<file path="src/rtl/multicycle_sequencer.sv">
// Multi-cycle control FSM: sequences FETCH/DECODE/EXEC/MEM/WB over a shared ALU and memory port.
// Optional memory-wait watchdog is compiled in with `define MEM_TIMEOUT_EN.
module multicycle_sequencer #(
  parameter int TIMEOUT_CYCLES = 255
) (
  input  logic       clk,
  input  logic       rst_n,
  input  logic       start,
  input  logic [6:0] opcode,
  input  logic       memReady,
  input  logic       branchTaken,
  output logic       instrReq,
  output logic       dataReq,
  output logic       dataWe,
  output logic       irWrite,
  output logic       pcWrite,
  output logic [1:0] pcSrc,
  output logic [1:0] ALUOp,
  output logic       ALUSrc,
  output logic       regWrite,
  output logic       memToReg,
  output logic       halted,
  output logic       fault,
  output logic [2:0] state_dbg
);

  typedef enum logic [2:0] {
    S_IDLE   = 3'd0,
    S_FETCH  = 3'd1,
    S_DECODE = 3'd2,
    S_EXEC   = 3'd3,
    S_MEM    = 3'd4,
    S_WB     = 3'd5,
    S_HALT   = 3'd6
  } state_t;

  typedef enum logic [2:0] {
    C_R, C_I, C_LOAD, C_STORE, C_BR, C_JAL, C_JALR, C_ILL
  } cls_t;

  state_t state_q, state_d;
  cls_t   cls_q;
  logic   timeout_hit;
  logic   mem_wait;

  function automatic cls_t classify(input logic [6:0] op);
    case (op)
      7'b0110011: return C_R;
      7'b0010011: return C_I;
      7'b0000011: return C_LOAD;
      7'b0100011: return C_STORE;
      7'b1100011: return C_BR;
      7'b1101111: return C_JAL;
      7'b1100111: return C_JALR;
      default:    return C_ILL;
    endcase
  endfunction

  // A request is outstanding and the memory has not answered this cycle.
  assign mem_wait = ((state_q == S_FETCH) || (state_q == S_MEM)) && !memReady;

`ifdef MEM_TIMEOUT_EN
  localparam int CW = ($clog2(TIMEOUT_CYCLES + 1) > 8) ? $clog2(TIMEOUT_CYCLES + 1) : 8;
  logic [CW-1:0] wait_q;
  logic          fault_q;

  assign timeout_hit = mem_wait && (wait_q == CW'(TIMEOUT_CYCLES - 1));

  always_ff @(posedge clk or negedge rst_n) begin
    if (!rst_n) begin
      wait_q  <= '0;
      fault_q <= 1'b0;
    end else begin
      wait_q <= mem_wait ? wait_q + 1'b1 : '0;
      if (timeout_hit) fault_q <= 1'b1;
    end
  end

  assign fault = fault_q;
`else
  logic unused_timeout;
  assign unused_timeout = (TIMEOUT_CYCLES == 0) ^ mem_wait;
  assign timeout_hit    = 1'b0;
  assign fault          = 1'b0;
`endif

  always_ff @(posedge clk or negedge rst_n) begin
    if (!rst_n) begin
      state_q <= S_IDLE;
      cls_q   <= C_ILL;
    end else begin
      state_q <= state_d;
      if (state_q == S_DECODE) cls_q <= classify(opcode);
    end
  end

  always_comb begin
    state_d  = state_q;
    instrReq = 1'b0;
    dataReq  = 1'b0;
    dataWe   = 1'b0;
    irWrite  = 1'b0;
    pcWrite  = 1'b0;
    pcSrc    = 2'b00;
    ALUOp    = 2'b00;
    ALUSrc   = 1'b0;
    regWrite = 1'b0;
    memToReg = 1'b0;
    halted   = 1'b0;
    case (state_q)
      S_IDLE: if (start) state_d = S_FETCH;
      S_FETCH: begin
        instrReq = 1'b1;
        irWrite  = memReady;
        if (memReady)         state_d = S_DECODE;
        else if (timeout_hit) state_d = S_HALT;
      end
      S_DECODE: state_d = (classify(opcode) == C_ILL) ? S_HALT : S_EXEC;
      S_EXEC: begin
        case (cls_q)
          C_R: begin
            ALUOp   = 2'b10;
            state_d = S_WB;
          end
          C_I: begin
            ALUSrc  = 1'b1;
            state_d = S_WB;
          end
          C_LOAD, C_STORE: begin
            ALUSrc  = 1'b1;
            state_d = S_MEM;
          end
          C_BR: begin
            ALUOp   = 2'b01;
            pcWrite = 1'b1;
            pcSrc   = {1'b0, branchTaken};
            state_d = S_FETCH;
          end
          C_JAL, C_JALR: begin
            ALUOp   = 2'b11;
            ALUSrc  = 1'b1;
            state_d = S_WB;
          end
          default: state_d = S_HALT;
        endcase
      end
      // Address-phase ALU controls stay up for the whole data access.
      S_MEM: begin
        dataReq = 1'b1;
        dataWe  = (cls_q == C_STORE);
        ALUSrc  = 1'b1;
        if (memReady) begin
          if (cls_q == C_STORE) begin
            pcWrite = 1'b1;
            state_d = S_FETCH;
          end else begin
            state_d = S_WB;
          end
        end else if (timeout_hit) begin
          state_d = S_HALT;
        end
      end
      S_WB: begin
        regWrite = 1'b1;
        pcWrite  = 1'b1;
        memToReg = (cls_q == C_LOAD) || (cls_q == C_JAL) || (cls_q == C_JALR);
        pcSrc    = (cls_q == C_JAL) ? 2'b01 : (cls_q == C_JALR) ? 2'b10 : 2'b00;
        state_d  = S_FETCH;
      end
      S_HALT: halted = 1'b1;
      default: state_d = S_IDLE;
    endcase
  end

  assign state_dbg = state_q;

endmodule

</file>
<file path="config.mk">
export PLATFORM = sky130hd
export DESIGN_NAME = multicycle_sequencer
export DESIGN_NICKNAME = d
export VERILOG_FILES = /design/src/rtl/multicycle_sequencer.sv
export SDC_FILE = /design/constraint.sdc
export NUM_CORES = 1
export LEC_CHECK = 0
export ABC_AREA = 0
export BUFFER_PORTS_ARGS = -buffer_cell sky130_fd_sc_hd__buf_2
export CORE_AREA = 2 2 42 51
export CTS_CLUSTER_DIAMETER = 60
export CTS_CLUSTER_SIZE = 25
export DETAILED_ROUTE_END_ITERATION = 6
export DIE_AREA = 0 0 44 53
export GPL_ROUTABILITY_DRIVEN = 1
export HOLD_SLACK_MARGIN = 0.03
export PLACE_DENSITY_LB_ADDON = 0.3
export SETUP_SLACK_MARGIN = 0.02
export SLEW_MARGIN = 20
export SYNTH_ARGS = -nofsm -noshare
export SYNTH_HDL_FRONTEND = slang
export SYNTH_SLANG_ARGS = --single-unit
</file>
<file path="constraint.sdc">
create_clock -name clk -period 3.7 [get_ports clk]
set_input_delay 1.11 -clock clk [delete_from_list [all_inputs] [get_ports clk]]
set_output_delay 1.11 -clock clk [all_outputs]
set_load 0.05 [all_outputs]
</file>
# --- Word-level counts from Yosys, hierarchy flattened ---
# Cells that the tools add are included.
word_totals:
  in_bits: 12
  elab_cells: 63
  output_inout_bits: 17
  reg_bits: 6
op_classes:
  bitwise_logic: 1
  eq_ne: 23
  reduce_logical: 9
  muxes: 28
ops:
  columns: ["cell", "n"]
  rows:
  - ["$pmux 3 s7", 2]
  - ["$eq 3x3->1 const B", 7]
  - ["$eq 7x7->1 const B", 3]
  - ["$mux 3", 6]
  - ["$eq 7x6->1 const B", 2]
  - ["$eq 3x2->1 const B", 4]
  - ["$mux 1", 12]
  - ["$pmux 3 s3", 1]
  - ["$eq 7x2->1 const B", 1]
  - ["$eq 7x5->1 const B", 1]
  - ["$eq 3x1->1 const B", 2]
  - ["$logic_not 3->1", 2]
  - ["$mux 2", 3]
  - ["$ne 2x2->1 const B", 3]
  - ["$pmux 2 s3", 1]
  - ["$reduce_or 5->1", 1]
  - ["$pmux 2 s2", 1]
  - ["$reduce_and 4->1", 1]
  - ["$reduce_or 2->1", 2]
  - ["$reduce_or 4->1", 1]
  - ["$pmux 1 s3", 1]
  - ["$logic_or 1x1->1", 2]
  - ["$pmux 1 s2", 1]
  - ["$not 1->1", 1]

# --- Depth between registers and ports, before layout ---
depth:
  ltp_word: 6
  mapped_depth: 5
  ltp_nobuf: 4

# --- Worst setup path before layout ---
# OpenSTA, ideal clock, no wires.
synth_path:
  kind: "register -> output"
  startpoint: "register state_q[0], in the netlist state_dbg[0]"
  endpoint: "output port irWrite"
  path_slack_ns: -0.084
  path_stages_with_launch: 4
  t_required_ns: 2.590
  path_buffers: 1
  t_arrival_ns: 2.674
  path_cell_list: "dfrtp_1 > buf_2 > nor3b_1 > and2_1"
synth_between:
  elab_chain_cells: 2
synth_rtl:
  columns: ["element", "line", "source"]
  rows:
  - ["start, declared", "41", "state_t state_q, state_d;"]
  - ["start signal, assigned", "92", "state_q <= state_d;"]
  - ["$eq 3x1->1", "110", "case (state_q)"]
  - ["$mux 1", "110", null]
  - ["end, declared", "15", "output logic irWrite,"]
# Every way passes these cells.

# --- Final worst setup path ---
layout_path:
  startpoint: "input port branchTaken"
  endpoint: "output port pcSrc[0]"
layout_between:
  elab_chain_cells: 2
layout_rtl:
  columns: ["element", "line", "source"]
  rows:
  - ["start, declared", "11", "input logic branchTaken,"]
  - ["$mux 1", "120", "case (cls_q)"]
  - ["$pmux 2 s2", "110", null]
  - ["end, declared", "17", "output logic [1:0] pcSrc,"]
# Every way passes these cells.

==> metrics.yaml <==
status: "completed"
numCtsBuffers: 3
synthTopCellsByArea: "dfstp_2, dfrtp_1, nand2b_1"
hold_buffers: 0
r2r_start: "state_dbg[0]"
placed_area_um2: 732
worstSetupPathType: "input pin to output pin"
ant_nets: 0
synth_most_common_cell: "nor2_1"
synth_edf_count: 0
dr.pass1.iters: 4
hold_class: "flip-flop to flip-flop"
nNetsFinal: 117
diodes: 0
cp-start-kind: "input pin"
core_um2: 1830
fmax_ghz: 0.342
yosysWarningCount: 0
die-area_um2: 2330
post-route-min-period_ps: 2920
rrSetupSlack_ps: 2340
clk_latency_ps: 240
yosys_register_bits: 6
layout-drive-gt1-share_pct: 35.6
drv_cap: 0
grt_start_max_net_pins: 17
yosys-top-cells-count: "nor2_1, nand2_1, nand2b_1"
ys_seq_area_share_pct: 25.3
clockBufferDepth: 2
synth.largest_area_cell: "dfstp_2"
clk_pin_slew_ps: 40
cts_tree: "built"
crit_path_end_kind: "output pin"
leakage_nw: 0.385
drc: 0
via_count: 640
hold_depth: 1
initial_core_util_pct: 33.3
setup_viol: 0
fin_skew_ps: 6.26
htreeDepth: 1
slew_viol_final: 0
synthCells: 80
routabilityCongestion: 0.816
design_area_um2: 758
vias_per_cell: 5.20
crit_required_ps: 2590
clockRootBuffer: "clkbuf_4"
synth.cell_area_um2: 609
grt_overflow: 0
die_y_um: 53
hold_viol: 0
stdcell_count: 123
vdd_drop_max_mv: 0.388
reg2reg_depth: 3
post_cts_buffers: 0
worstHoldEndpoint: "cls_q[0]"
synthDominantCellAreaShare_pct: 12.9
rsz0062_at_grt: "no"
synthesis.nets: 92
die_width_um: 44
fin_tns_setup_ps: 0
cp_data_arrival_time_ps: 1810
grt_pass1_wl_mm: 2.25
grt_use_total_pct: 12.9
cp_max_fo: 1
ys_types: 37
hp-start: "cls_q[0]"
io_buffer_count: 27
dp_hpwl_mm: 1.07
post-route-period-util_pct: 79.0
powerDensity_nw_per_um2: 952
wl_mm: 1.42
post_drt_wl_per_cell_um: 11.5
cts_resized: 0
numClockSinks: 6
ys.flop_type: "dfstp_2"
synth.avg_cell_area_um2: 7.62
antenna_found_initial: 0
numPlacedInstances: 119
ioPinCount: 29
r2r_end: "cls_q[1]"
row_count: 17
drt_iter0_markers: 13
synthToLayoutAreaGrowth_pct: 24.4
grt_pass1_vias: 518
synthArstFlopShare_pct: 100
[flip-flops by register name, indices dropped and copies added, names as in the netlist]
signal / count
cls_q: 3
state_dbg: 3
[report_power, final]
part | switching (mW) | total [mW] | internal, mW
Combinational | 0.304 | 0.452 | 0.149
Sequential | 0.0962 | 0.206 | 0.110
Clock | 0.0224 | 0.0632 | 0.0408
[stage by stage]
| stage | hold slack, ps | total power, mW | util, % | setup WS, ps |
|---|---|---|---|---|
| 3_3_place_gp | 580 | 0.652 | 40.0 | 798 |
| 4_1_cts | 590 | 0.725 | 41.5 | 759 |
| 5_1_grt | 616 | 0.777 | 41.5 | 620 |
| 2_1_floorplan | 646 | 0.576 | - | 201 |
| 3_5_place_dp | 585 | 0.657 | 40.0 | 760 |
| 6_report | 591 | 0.722 | 41.5 | 776 |
[layout by cell type, fill, tap and decap left out, types with 2 or more instances in the layout]
master	n
nor2b_1	3
a21oi_1	4
nand3_1	3
nand3b_1	3
nor3_1	2
and2_1	2
o32a_1	2
dfrtp_1	3
or2_1	2
buf_2	27
nand2b_1	6
clkbuf_4	3
nand2_1	6
o21ai_0	3
dfstp_2	3
a31oi_1	2
mux2i_1	2
inv_1	3
nor2_1	7
[worst max-delay path by stage]
stage,from,end,cells past startpoint
after floorplan,state_dbg[0],pcWrite,4
final,branchTaken,pcSrc[0],5
after global routing,state_dbg[2],dataWe,4
after CTS,branchTaken,pcSrc[0],5
after global placement,branchTaken,pcSrc[0],5
after detailed placement,branchTaken,pcSrc[0],5
[cells by family (layout without fill, tap and decap cells)]
group | after synthesis | count (layout) | share of synthesized area, %
compound gates | 20 | 20 | 24.0
flops | 6 | 6 | 25.3
mux | 2 | 2 | 3.29
simple gates | 41 | 41 | 38.2
other cells | 1 | 1 | 0.615
buf+inv | 10 | 34 | 8.62
[layout make-up]
class	instances	area, µm²
Sequential cell	6	154
Inverter	3	11.3
Fill cell	188	1070
Clock buffer	4	26.3
Timing Repair Buffer	27	135
Multi-Input combinational cell	64	408
Tap cell	19	23.8
[layer usage]
| metal | vias to the layer above | part of all wire, % | GRT usage, % |
|---|---|---|---|
| li1 | 333 | - | - |
| met1 | 285 | 48 | 18.2 |
| met2 | 20 | 45 | 18.1 |
| met3 | 2 | 5.6 | 1.02 |
| met4 | 0 | 1.3 | 9.09 |
| met5 | - | 0 | 0 |
[worst max-delay path, stage by stage]
cell	delay, ps
buf_2	70
nand3b_1	60
mux2i_1	120
and4b_1	190
buf_2	260
Note: power is estimated with default switching activity, not from simulation.
